## src/rtl/ccg_sig_collector_pkg.sv

```systemverilog
// Shared types and defaults for the CCG signature-collector harness.
// Holds the sweep FSM states, the default MISR constants and the signature type.
package ccg_tb_pkg;

    localparam int          SIGW_DEF = 16;
    localparam logic [15:0] POLY_DEF = 16'h1021;
    localparam logic [15:0] SEED_DEF = 16'h0000;

    typedef logic [SIGW_DEF-1:0] sig_t;

    typedef enum logic [1:0] {
        IDLE  = 2'd0,
        RUN   = 2'd1,
        DRAIN = 2'd2,
        DONE  = 2'd3
    } ccg_state_e;

endpackage

```

## src/rtl/ccg_sig_collector_misr.sv

```systemverilog
// Galois MISR: shift left, XOR POLY when the outgoing MSB is set, XOR in data.
// load has priority over en so a new sweep always starts from the seed.
module ccg_misr
    import ccg_tb_pkg::*;
#(
    parameter int              SIGW = 16,
    parameter logic [SIGW-1:0] POLY = SIGW'(POLY_DEF)
) (
    input  logic            clk,
    input  logic            rst,
    input  logic            load,
    input  logic [SIGW-1:0] seed,
    input  logic            en,
    input  logic [SIGW-1:0] data_i,
    output logic [SIGW-1:0] sig_o
);

    logic [SIGW-1:0] sig_q;
    logic [SIGW-1:0] sig_d;

    always_comb begin
        sig_d = sig_q;
        if (load) begin
            sig_d = seed;
        end else if (en) begin
            sig_d = {sig_q[SIGW-2:0], 1'b0} ^ (sig_q[SIGW-1] ? POLY : '0) ^ data_i;
        end
    end

    always_ff @(posedge clk or posedge rst) begin
        if (rst) begin
            sig_q <= '0;
        end else begin
            sig_q <= sig_d;
        end
    end

    assign sig_o = sig_q;

endmodule

```

## src/rtl/ccg_sig_collector.sv

```systemverilog
// Exhaustive-sweep harness: drives 2^NIN vectors into a benchmark circuit, folds
// the DUT_LAT-delayed responses into a MISR and offers the signature on valid/ready.
module ccg_sig_collector
    import ccg_tb_pkg::*;
#(
    parameter int              NIN     = 6,
    parameter int              NOUT    = 14,
    parameter int              SIGW    = 16,
    parameter logic [SIGW-1:0] POLY    = SIGW'(POLY_DEF),
    parameter logic [SIGW-1:0] SEED    = SIGW'(SEED_DEF),
    parameter int              DUT_LAT = 0,
    parameter logic [SIGW-1:0] EXPECT  = '0
) (
    input  logic            clk,
    input  logic            rst,
    input  logic            start,
    input  logic            abort,
    output logic            busy,
    output logic [NIN-1:0]  vec_o,
    input  logic [NOUT-1:0] resp_i,
    output logic            sig_valid,
    input  logic            sig_ready,
    output logic [SIGW-1:0] sig_o,
    output logic            pass_o,
    output ccg_state_e      state_dbg
);

    // Handshake: the signature transfers on a cycle where sig_valid && sig_ready;
    // while sig_valid && !sig_ready, sig_o and pass_o do not change.

    localparam int           CW   = NIN + 1;
    localparam logic [CW-1:0] LAST = CW'((1 << NIN) - 1);
    // Tag pipeline is at least one bit wide so DUT_LAT=0 needs no special-case ports.
    localparam int           PW   = (DUT_LAT > 0) ? DUT_LAT : 1;
    localparam logic [PW-1:0] TAG_MSB = PW'(1) << (PW - 1);

    ccg_state_e      state_q, state_d;
    logic [CW-1:0]   cnt_q, cnt_d;
    logic [PW-1:0]   tag_q, tag_d;
    logic            run_tag;
    logic            cap_en;
    logic            drain_done;
    logic            misr_load;
    logic [SIGW-1:0] misr_data;
    logic [SIGW-1:0] misr_sig;

    assign run_tag    = (state_q == RUN);
    assign cap_en     = (DUT_LAT == 0) ? run_tag : tag_q[PW-1];
    // After this cycle only the emerging stage may still hold a tag.
    assign drain_done = ((tag_q & ~TAG_MSB) == '0);

    always_comb begin
        state_d   = state_q;
        cnt_d     = cnt_q;
        tag_d     = (tag_q << 1) | PW'(run_tag);
        misr_load = 1'b0;
        case (state_q)
            IDLE: begin
                if (start) begin
                    misr_load = 1'b1;
                    cnt_d     = '0;
                    state_d   = RUN;
                end
            end
            RUN: begin
                if (abort) begin
                    state_d = IDLE;
                    cnt_d   = '0;
                    tag_d   = '0;
                end else begin
                    cnt_d = cnt_q + 1'b1;
                    if (cnt_q == LAST) begin
                        state_d = (DUT_LAT > 0) ? DRAIN : DONE;
                    end
                end
            end
            DRAIN: begin
                if (abort) begin
                    state_d = IDLE;
                    tag_d   = '0;
                end else if (drain_done) begin
                    state_d = DONE;
                end
            end
            DONE: begin
                if (sig_ready) begin
                    state_d = IDLE;
                end
            end
            default: state_d = IDLE;
        endcase
    end

    always_ff @(posedge clk or posedge rst) begin
        if (rst) begin
            state_q <= IDLE;
            cnt_q   <= '0;
            tag_q   <= '0;
        end else begin
            state_q <= state_d;
            cnt_q   <= cnt_d;
            tag_q   <= tag_d;
        end
    end

    always_comb begin
        misr_data             = '0;
        misr_data[NOUT-1:0]   = resp_i;
    end

    ccg_misr #(
        .SIGW (SIGW),
        .POLY (POLY)
    ) u_misr (
        .clk    (clk),
        .rst    (rst),
        .load   (misr_load),
        .seed   (SEED),
        .en     (cap_en),
        .data_i (misr_data),
        .sig_o  (misr_sig)
    );

    assign busy      = (state_q == RUN) || (state_q == DRAIN);
    assign vec_o     = (state_q == RUN) ? cnt_q[NIN-1:0] : '0;
    assign sig_valid = (state_q == DONE);
    assign sig_o     = sig_valid ? misr_sig : '0;
    assign pass_o    = sig_valid && (misr_sig == EXPECT);
    assign state_dbg = state_q;

endmodule
```

## config.mk

```make
export PLATFORM = sky130hd
export DESIGN_NAME = ccg_sig_collector
export DESIGN_NICKNAME = d
export VERILOG_FILES = /design/src/rtl/ccg_sig_collector_pkg.sv /design/src/rtl/ccg_sig_collector_misr.sv /design/src/rtl/ccg_sig_collector.sv
export SDC_FILE = /design/constraint.sdc
export NUM_CORES = 1
export LEC_CHECK = 0
export BUFFER_PORTS_ARGS = -buffer_cell sky130_fd_sc_hd__clkbuf_2
export CORE_MARGIN = 3
export CORE_UTILIZATION = 27
export CTS_BUF_LIST = sky130_fd_sc_hd__clkbuf_4
export DETAILED_ROUTE_END_ITERATION = 12
export PLACE_DENSITY = 0.5
export RECOVER_POWER = 25
export SYNTH_ARGS = -nofsm -noshare
export SYNTH_HDL_FRONTEND = slang
export SYNTH_HIERARCHICAL = 1
export SYNTH_SLANG_ARGS = --single-unit
```

## constraint.sdc

```tcl
create_clock -name clk -period 1.5 [get_ports clk]
set_input_delay 0.3 -clock clk [delete_from_list [all_inputs] [get_ports clk]]
set_output_delay 0.3 -clock clk [all_outputs]
set_load 0.02 [all_outputs]
```

## Yosys cells after proc, flatten, opt, wreduce, memory -nomap -nowiden

Cells that the tools add are included.

- $add $sub $neg: 1
- Eq/ne operators: 7
- Multiplexer cells: 16
- Bitwise operators: 2
- Reductions and logical operators: 8

Operators by type and width:

| operator | number |
|---|---|
| $mux W16 | 3 |
| $logic_not A16 Y1 | 1 |
| $xor A16 B14 Y16 | 1 |
| $xor A16 B16 Y16 | 1 |
| $mux W7 | 2 |
| $pmux W7 S2 | 1 |
| $mux W13 | 1 |
| $mux W2 | 5 |
| $pmux W2 S4 | 1 |
| $add A7 B1 Y7 const B | 1 |
| $eq A7 B6 Y1 const B | 1 |
| $mux W6 | 1 |
| $eq A2 B2 Y1 const B | 2 |
| $reduce_bool A2 Y1 | 2 |
| $ne A3 B2 Y1 const B | 1 |
| $reduce_and A3 Y1 | 1 |
| $eq A2 B1 Y1 const B | 1 |
| $logic_not A2 Y1 | 1 |
| $mux W1 | 2 |
| $ne A2 B1 Y1 const B | 1 |
| $ne A2 B2 Y1 const B | 1 |
| $reduce_and A2 Y1 | 1 |
| $logic_and A1 B1 Y1 | 1 |
| $logic_or A1 B1 Y1 | 1 |

- Bits in registers: 25
- Bits of input ports: 19
- Output and inout bits: 27
- Logic and storage cells: 37

## Depth between registers and ports, before layout

Gate-level depths: netlist of run 1.

- Word-level depth: 5
- Gate-level depth with buffers: 7
- Depth with buffers taken out: 6

## By module

The synthesis of run 1 kept the hierarchy.

Modules (own cells, without submodules):

| module | times used | cells an instance | area an instance (µm²) | seq. area each (µm²) |
|---|---|---|---|---|
| ccg_misr | 1 | 93 | 920.9 | 400.4 |
| ccg_sig_collector | 1 | 91 | 721.9 | 225.2 |

## Worst setup path after synthesis of run 1

No wires, ideal clock.

- Path kind: flip-flop to output port
- From: register state_q[0] (netlist: state_dbg[0])
- To: output port pass_o
- Data arrival time: 1906 ps
- Data required time: 1200 ps
- Slack: -706 ps
- Cell stages (with the launch flop): 5
- Buffers on the path: 0
- Cells stage by stage: dfrtp_1 -> ha_1 -> nor4b_1 -> nand4_1 -> nor4_1

- Cells in the longest elaborated chain, start to end: 2

Ends and longest elaborated chain:

| element | line | text |
|---|---|---|
| start, declared | ccg_sig_collector.sv:37 | `ccg_state_e state_q, state_d;` |
| start signal, assigned | ccg_sig_collector.sv:100 | `state_q <= state_d;` |
| $eq A2 B2 Y1 | ccg_sig_collector.sv:126 | `assign sig_valid = (state_q == DONE);` |
| net sig_valid | ccg_sig_collector.sv:21 | `output logic sig_valid,` |
| $logic_and A1 B1 Y1 | ccg_sig_collector.sv:128 | `assign pass_o = sig_valid && (misr_sig == EXPECT);` |
| end, declared | ccg_sig_collector.sv:24 | `output logic pass_o,` |

The timed path passes the listed nets, and every way through them passes these cells.

## Worst setup path in the final report of run 1

- From: register state_q[0] (netlist: state_dbg[0])
- To: output port vec_o[5]

- Cells in the longest elaborated chain, start to end: 2

Ends and longest elaborated chain:

| element | line | text |
|---|---|---|
| $eq A2 B1 Y1 | n/a |  |
| net cap_en | ccg_sig_collector.sv:41 | `logic cap_en;` |
| $mux W6 | ccg_sig_collector.sv:125 | `assign vec_o = (state_q == RUN) ? cnt_q[NIN-1:0] : '0;` |
| end, declared | ccg_sig_collector.sv:19 | `output logic [NIN-1:0] vec_o,` |

The timed path passes the listed nets, and every way through them passes these cells.

==> results of run 1 <==
## worst paths after layout
path / startpoint / end / slack, ps / depth (start not counted)
hold / removal: abort / state_dbg[0] / 300 / 4
setup reg to reg: state_dbg[1] / cnt_q[6] / -350 / 9
min in group asynchronous: rst / cnt_q[1] / 450 / 3
setup / recovery: state_dbg[0] / vec_o[5] / -420 / 6
max in group asynchronous: rst / u_misr/sig_o[6] / 250 / 4
hold reg to reg: cnt_q[5] / cnt_q[5] / 510 / 1
## cells by family after synthesis
logic type | Yosys count
AOI/OAI and AO/OA | 35
xor gates and xnor gates | 16
adders and majority gates | 4
buffers and inverters | 16
DFF | 25
muxes | 16
other | 1
and+or+nand+nor | 71
## routing by layer
metal | vias up | track usage | part of all wire
met5 | - | 0 | 0
met2 | 43 | 0.221 | 0.46
li1 | 834 | - | -
met4 | 0 | 0.0365 | 0.016
met3 | 6 | 0.0326 | 0.047
met1 | 739 | 0.188 | 0.48
## layout make-up
type	count	area, µm²	area share
Timing Repair Buffer	98	835	0.301
Tap cell	72	90.1	0.0325
Clock buffer	3	22.5	0.00812
Sequential cell	25	628	0.226
Clock inverter	1	5.00	0.00180
Inverter	7	33.8	0.0122
Multi-Input combinational cell	161	1160	0.418
## power groups by stage
stage	clock, µW	sequential [µW]	combinational [µW]
6_report	314	1190	3740
5_1_grt	351	1220	4110
4_1_cts	326	1190	3780
3_5_place_dp	0	1200	2720
3_3_place_gp	0	1180	2740
2_1_floorplan	0	1270	1490
## synth_stat cells (all sizes together)
master  count
dfrtp      25
o21ai      24
and2       23
nand2      19
mux2i      16
xor2       16
nor2        8
buf         7
inv         7
ha          4
a21oi       3
nand3       3
nor4        3
clkbuf      2
nand2b      2
nand3b      2
nand4       2
nor2b       2
nor3b       2
o211ai      2
o31ai       2
a21o        1
a22oi       1
a31oi       1
a32o        1
and3        1
conb        1
nor3        1
nor4b       1
or2         1
or4         1
## worst max-delay path, stage by stage, from the launching register on
cell and delay [ps]:
dfrtp_2 460, buf_4 140, buf_6 120, ha_4 170, buf_6 120, and2_4 150, clkbuf_8 140
## flip-flops by register name, indices dropped and copies added (netlist names)
name          count
u_misr/sig_o     16
cnt_q             7
state_dbg         2
## layout by cell type (no fill, tap or decap), drive strengths merged, types with 2 or more instances in the layout
master  netlist  layout
nand3         3       3
and2         23      24
nor3b         2       2
buf           7      67
ha            4       4
nor2b         2       2
o31ai         2       2
xor2         16      16
nand2        19      19
nand2b        2       2
a21oi         3       3
nor2          8       8
clkbuf        2      32
nand4         2       2
o211ai        2       2
mux2i        16      16
o21ai        24      24
nor4          3       3
dfrtp        25      25
nand3b        2       2
inv           7       7
conb          1      18
## stage by stage
stage | instance area, µm² | instances | setup TNS (ps)
after floorplan | 1740 | 201 | -347
after global placement | 2310 | 347 | -1760
after detailed placement | 2310 | 347 | -1480
after CTS | 2780 | 368 | -12830
after global routing | 2780 | 367 | -14520
final | 2780 | 367 | -10460
## repair_timing
item                                   4_1_cts  5_1_grt
hold buffers                                 1        0
buffers inserted                            12        3
setup endpoints to repair                   47       52
endpoints found under the hold margin       25        0
gates cloned                                 4        0
resized for setup                           67       24
pin swaps                                    8        9
==> flow_summary.json, run 1 <==
{
  "status": "finished with violations",
  "violations": "negative setup slack",
  "gr-total-overflow": 0,
  "n_antenna_cell": 0,
  "critPathKind": "register to output port",
  "routed_via_density": 4.42,
  "power.leakage_uw": 0.00137,
  "synthTopCellsByArea": "dfrtp_1 38%, mux2i_1 9.7%, xor2_1 8.5%",
  "nNetsFinal": 319,
  "preCtsSetupSlack_ps": -209,
  "synth_top_area_cell": "dfrtp_1",
  "p_sw_uw": 2080,
  "vias": 1622,
  "slew_violations": 0,
  "hold_class": "input pin to register",
  "gp_congestion": 0.743,
  "hpwlAfterDp_um": 3160,
  "hold_viol_final": 0,
  "route.detailed.drc": 0,
  "pin_count": 46,
  "finalCritPeriodShare": 1.28,
  "cp-start-kind": "register",
  "synth_top_area_frac": 0.381,
  "ys_seq_elements": 25,
  "required_ps": 1200,
  "yosys.area_share.simple": 0.235,
  "start_util": 0.288,
  "post-route-util": 0.486,
  "cts_root_buf": "clkbuf_4",
  "finalSetupViolCount": 52,
  "cts_tree": "built",
  "max_slew_margin": 0.430,
  "die_h_um": 84.0,
  "area_growth_pct": 68.9,
  "grtUsageTotal": 0.139,
  "fill_cells": 530,
  "synthXorXnorAreaFrac": 0.0853,
  "finalPower_uw": 5240,
  "muxShareOfSynthArea": 0.0975,
  "maxCapViolCount": 0,
  "port-buffer-count": 45,
  "yosysWarnings": 6,
  "min_period_ps": 1920,
  "antenna_found_initial": 0,
  "synthAdderAreaFrac": 0.0305,
  "die-area_um2": 7060,
  "synth_area_um2": 1640,
  "drt_iter0_markers": 52,
  "cts_max_level": 1,
  "clk_pin_slew_ps": 150,
  "numCtsBuffers": 3,
  "grt_pass1_wl_um": 7910,
  "grt_pass1_vias": 1654,
  "power_density_nw_per_um2": 1890,
  "synth_compound_gate_area_share": 0.120,
  "worst_pin_slew_ps": 854,
  "p_clk_frac": 0.060,
  "fp-row-count": 27,
  "timing.fmax_mhz": 520,
  "numClockSinks": 25,
  "cp.arrival_ps": 1620,
  "cp_max_fo": 5,
  "first_pass_iters": 4,
  "synth_top_family_by_area": "simple AND/OR/NAND/NOR gates",
  "pwr-share-comb": 0.713,
  "clk_latency_ps": 320,
  "irDropWorstVdd_mv": 1.50,
  "ant_nets": 0,
  "p_int_uw": 3160,
  "rsz0062_at_grt": "true",
  "grt_max_degree": 20,
  "endpoint_kind": "output port",
  "switching_share": 0.397,
  "worst_clock_skew_ps": 4.42,
  "fin_ws_ps": -422,
  "wl_per_cell_um": 12.4,
  "die_w_um": 84.0,
  "netlist_instances": 184,
  "hold_ws_ps": 296,
  "power_frac_seq": 0.227,
  "drive_gt1_frac": 0.431,
  "ys_seq_area_frac": 0.381,
  "wl_um": 4560,
  "syn_avg_cell_area_um2": 8.93,
  "core_area_um2": 5710,
  "clockBufferDepth": 2,
  "ys_types": 36
}
Note: power is estimated with default switching activity, not from simulation.
==> run 2: changes to the inputs <==
- PLACE_DENSITY: 0.5 -> 0.48
- RECOVER_POWER: 25 -> 100
- clock period: 1.5 -> 1.8 ns (I/O delays scaled with it)
==> flow_summary.json, run 2 (same netlist as run 1, synthesis figures left out) <==
{
  "status": "finished with violations",
  "violations": "negative setup slack",
  "post-route-util": 0.422,
  "r2r_cells": 9,
  "first_pass_iters": 4,
  "pwr-share-comb": 0.602,
  "cp_max_fo": 3,
  "top_usage_layer": "met2",
  "numCtsBuffers": 3,
  "die_h_um": 84.0,
  "worst_clock_skew_ps": 12.0,
  "finalSetupViolCount": 24,
  "cts_max_level": 1,
  "gp_congestion": 0.698,
  "cp-start-kind": "register",
  "met2_usage": 0.197,
  "power_frac_seq": 0.319,
  "clk_pin_slew_ps": 130,
  "layout_common_cells": "26 x clkbuf_2, 24 x dfrtp_1, 19 x nand2_1",
  "min_period_ps": 1970,
  "cp.arrival_ps": 1610,
  "slowest_delay_ps": 430,
  "irDropWorstVdd_mv": 0.852,
  "fp-row-count": 27,
  "gr-total-overflow": 0,
  "cpLargestDelayFamily": "simple AND/OR/NAND/NOR gates",
  "hpwlAfterDp_um": 2880,
  "cp-endpoint": "pass_o",
  "power.leakage_uw": 0.00115,
  "preCtsSetupSlack_ps": 24.8,
  "die_w_um": 84.0,
  "port-buffer-count": 45,
  "wl_um": 4090,
  "required_ps": 1440,
  "worstReg2RegStart": "state_dbg[0]",
  "cts_tree": "built",
  "switching_share": 0.434,
  "endpoint_kind": "output port",
  "worst_pin_slew_ps": 637,
  "final_common_cell": "clkbuf_2",
  "routed_via_density": 4.39,
  "critPathKind": "register to output port",
  "grt.met1_usage": 0.146,
  "grt_max_degree": 37,
  "numClockSinks": 25,
  "hold_class": "input pin to register",
  "antenna_found_initial": 0,
  "cp_slowest_cell": "dfrtp_1",
  "timing.fmax_mhz": 509,
  "p_clk_frac": 0.078,
  "rrSetupSlack_ps": 80,
  "vias": 1448,
  "clockBufferDepth": 2,
  "pin_count": 46,
  "rsz0062_at_grt": "true",
  "path_cells": "ha_4 > nor4b_4 > nand4_1 > nor4_4 > buf_4",
  "path_buf_inv": 1,
  "timing.rr.end": "cnt_q[5]",
  "slew_violations": 0,
  "maxCapViolCount": 0,
  "hold_viol_final": 0,
  "nNetsFinal": 282,
  "grtUsageTotal": 0.113,
  "max_slew_margin": 0.575,
  "grtUsageMet3": 0.0257,
  "largest_register_ffs": 16,
  "hp-start": "abort",
  "n_antenna_cell": 0,
  "fin_ws_ps": -166,
  "cts_root_buf": "clkbuf_4",
  "drt_iter0_markers": 62,
  "p_int_uw": 1940,
  "grt_pass1_vias": 1348,
  "route.detailed.drc": 0,
  "finalCritPeriodShare": 1.09,
  "worstSetupStartpoint": "state_dbg[1]",
  "area_growth_pct": 46.8,
  "hold_ws_ps": 367,
  "wl_per_cell_um": 12.4,
  "ant_nets": 0,
  "clk_latency_ps": 320,
  "grt_pass1_wl_um": 6550,
  "p_sw_uw": 1490,
  "drive_gt1_frac": 0.333,
  "power_density_nw_per_um2": 1420,
  "die-area_um2": 7060,
  "fill_cells": 563,
  "core_area_um2": 5710,
  "start_util": 0.288,
  "finalPower_uw": 3420,
  "cp_num_cells": 5
}
-- run 2: through the flow --
stage / setup TNS [ps] / instances / cell area [µm²]
after global routing: -3400 / 330 / 2410
after global placement: 0 / 318 / 2080
after floorplan: 0 / 201 / 1740
after detailed placement: 0 / 318 / 2080
after CTS: -759 / 326 / 2170
final: -1590 / 330 / 2410
-- run 2: metal layers --
| metal | part of all wire | vias to the layer above |
|---|---|---|
| li1 | - | 756 |
| met1 | 0.47 | 655 |
| met2 | 0.48 | 35 |
| met3 | 0.043 | 2 |
| met4 | 0.0037 | 0 |
| met5 | 0 | - |
-- run 2: worst min-delay path, stage by stage --
cell and delay [ps]:
clkbuf_2 80, nor2b_1 50, nor2_1 90, mux2i_1 70
-- run 2: power by group through the flow --
stage | registers (µW) | clock network [µW] | logic (µW)
floorplan | 1050 | 0 | 1240
global placement | 1060 | 0 | 1730
detailed placement | 1070 | 0 | 1730
CTS | 1070 | 282 | 1820
global route | 1140 | 303 | 2280
finish | 1090 | 269 | 2060
-- run 2: layout make-up --
class / instances / area, µm² / area share
Timing Repair Buffer: 62 / 532 / 0.221
Sequential cell: 25 / 627 / 0.260
Multi-Input combinational cell: 160 / 1100 / 0.458
Tap cell: 72 / 90.1 / 0.0374
Clock buffer: 4 / 30.0 / 0.0125
Inverter: 7 / 28.8 / 0.0119
-- run 2: how the worst min path moves through the flow --
stage                        end  cells past startpoint
floorplan               cnt_q[0]                      1
global placement        cnt_q[2]                      2
detailed placement      cnt_q[2]                      2
CTS                 state_dbg[0]                      4
global route        state_dbg[0]                      4
finish              state_dbg[0]                      4
-- run 2: what timing repair did --
item	in CTS	in global routing
resized for setup	5	73
endpoints found under the hold margin	9	0
buffers inserted	3	2
hold buffers	1	0
pin swaps	1	1
cloned	0	2
setup endpoints to repair	23	32
==> run 3: changes to the inputs <==
- PLACE_DENSITY: 0.48 -> default
- PLACE_DENSITY_LB_ADDON: default -> 0.08
==> flow_summary.json, run 3 (same netlist as run 1, synthesis figures left out) <==
{
  "fill_cells": 588,
  "gp_congestion": 0.735,
  "power.leakage_uw": 0.00112,
  "numClockSinks": 25,
  "hold_class": "input pin to register",
  "numCtsBuffers": 3,
  "drt_iter0_markers": 35,
  "final_common_cell": "clkbuf_2",
  "gr-total-overflow": 0,
  "grt_pass1_vias": 1413,
  "violations": "negative setup slack",
  "largest_register_ffs": 16,
  "irDropWorstVdd_mv": 0.501,
  "preCtsSetupSlack_ps": 12.5,
  "n_antenna_cell": 0,
  "die-area_um2": 7060,
  "worst_clock_skew_ps": 5.83,
  "finalCritPeriodShare": 1.08,
  "hpwlAfterDp_um": 2840,
  "rsz0062_at_grt": "true",
  "routed_via_density": 4.37,
  "clk_pin_slew_ps": 130,
  "seqCellArea_um2": 628,
  "wl_um": 4010,
  "pin_count": 46,
  "cts_max_level": 1,
  "die_w_um": 84.0,
  "clockBufferDepth": 2,
  "layout_common_cells": "33 x clkbuf_2, 23 x dfrtp_1, 19 x nand2_1",
  "port-buffer-count": 45,
  "maxCapViolCount": 0,
  "first_pass_iters": 4,
  "min_period_ps": 1950,
  "core_area_um2": 5710,
  "grt_max_degree": 37,
  "timing.fmax_mhz": 513,
  "route.detailed.drc": 0,
  "finalSetupViolCount": 7,
  "ant_nets": 0,
  "clk_latency_ps": 320,
  "vias": 1451,
  "endpoint_kind": "output port",
  "required_ps": 1440,
  "antenna_found_initial": 0,
  "power_density_nw_per_um2": 1440,
  "slew_violations": 0,
  "finalPower_uw": 3370,
  "status": "finished with violations",
  "max_slew_margin": 0.575,
  "cp-start-kind": "register",
  "worst_pin_slew_ps": 637,
  "cts_tree": "built",
  "hold_viol_final": 0,
  "critPathKind": "register to output port",
  "die_h_um": 84.0,
  "multiInputGateArea_um2": 1120,
  "grt_pass1_wl_um": 6740,
  "grtUsageTotal": 0.117,
  "area_growth_pct": 42.7,
  "wl_per_cell_um": 12.1,
  "cts_root_buf": "clkbuf_4",
  "cp_max_fo": 2,
  "fin_ws_ps": -151,
  "fp-row-count": 27,
  "drive_gt1_frac": 0.335,
  "start_util": 0.288,
  "nNetsFinal": 284,
  "cp.arrival_ps": 1590
}
==> run 3: cell count changes in the layout (fill, tap and decap cells not counted), sizes merged <==
| cell | change |
|---|---|
| buf | -10 |
| clkbuf | +10 |
| clkdlybuf4s15 | +1 |
| clkinv | +2 |
| inv | -1 |
==> run 3: routing by layer <==
metal	routed length, µm	global-route usage	vias up
li1	-	-	766
met1	1750	0.146	652
met2	2040	0.203	29
met3	168	0.0316	4
met4	45	0.0175	0
met5	0	0	-
==> run 3: final timing paths <==
check,start,endpoint,slack (ps),cells past startpoint
hold / removal,abort,state_dbg[0],360,4
setup / recovery,state_dbg[1],pass_o,-150,5
max in group asynchronous,rst,u_misr/sig_o[4],700,3
hold reg to reg,cnt_q[5],cnt_q[5],510,1
setup reg to reg,state_dbg[1],cnt_q[5],20,8
min in group asynchronous,rst,state_dbg[1],540,3
==> run 3: final cells by class <==
cell class	instances	area share
Multi-Input combinational cell	160	0.479
Inverter	7	0.0117
Timing Repair Buffer	64	0.191
Sequential cell	25	0.268
Clock inverter	1	0.00213
Clock buffer	3	0.00961
Tap cell	72	0.0384
==> run 3: per-stage QoR <==
step / setup TNS, ps / hold slack [ps] / area [µm²] / utilization / instances
6_report: -366 / 363 / 2340 / 0.411 / 332
5_1_grt: -1640 / 368 / 2340 / 0.411 / 332
4_1_cts: -225 / 366 / 2270 / 0.397 / 330
3_5_place_dp: 0 / 361 / 2100 / 0.368 / 321
3_3_place_gp: 0 / 366 / 2100 / 0.368 / 321
2_1_floorplan: 0 / 188 / 1740 / - / 201
==> run 3: worst max-delay path: stages, from the launching register on <==
cell,delay (ps)
dfrtp_1,410
ha_4,160
nor4b_4,180
nand4_1,160
nor4_4,180
buf_4,180
==> run 3: what timing repair did <==
| item | in CTS | in global routing |
|---|---|---|
| setup endpoints to repair | 10 | 31 |
| buffers inserted | 5 | 1 |
| hold buffers | 1 | 0 |
| resized for setup | 23 | 27 |
| pin swaps | 3 | 4 |
| cloned | 0 | 1 |
| hold endpoints to repair | 9 | 0 |
==> run 3: power breakdown <==
part	switching, µW	internal, µW	leakage, µW
Clock	170	83.1	0.0000177
Sequential	278	799	0.000312
Combinational	1050	988	0.000791
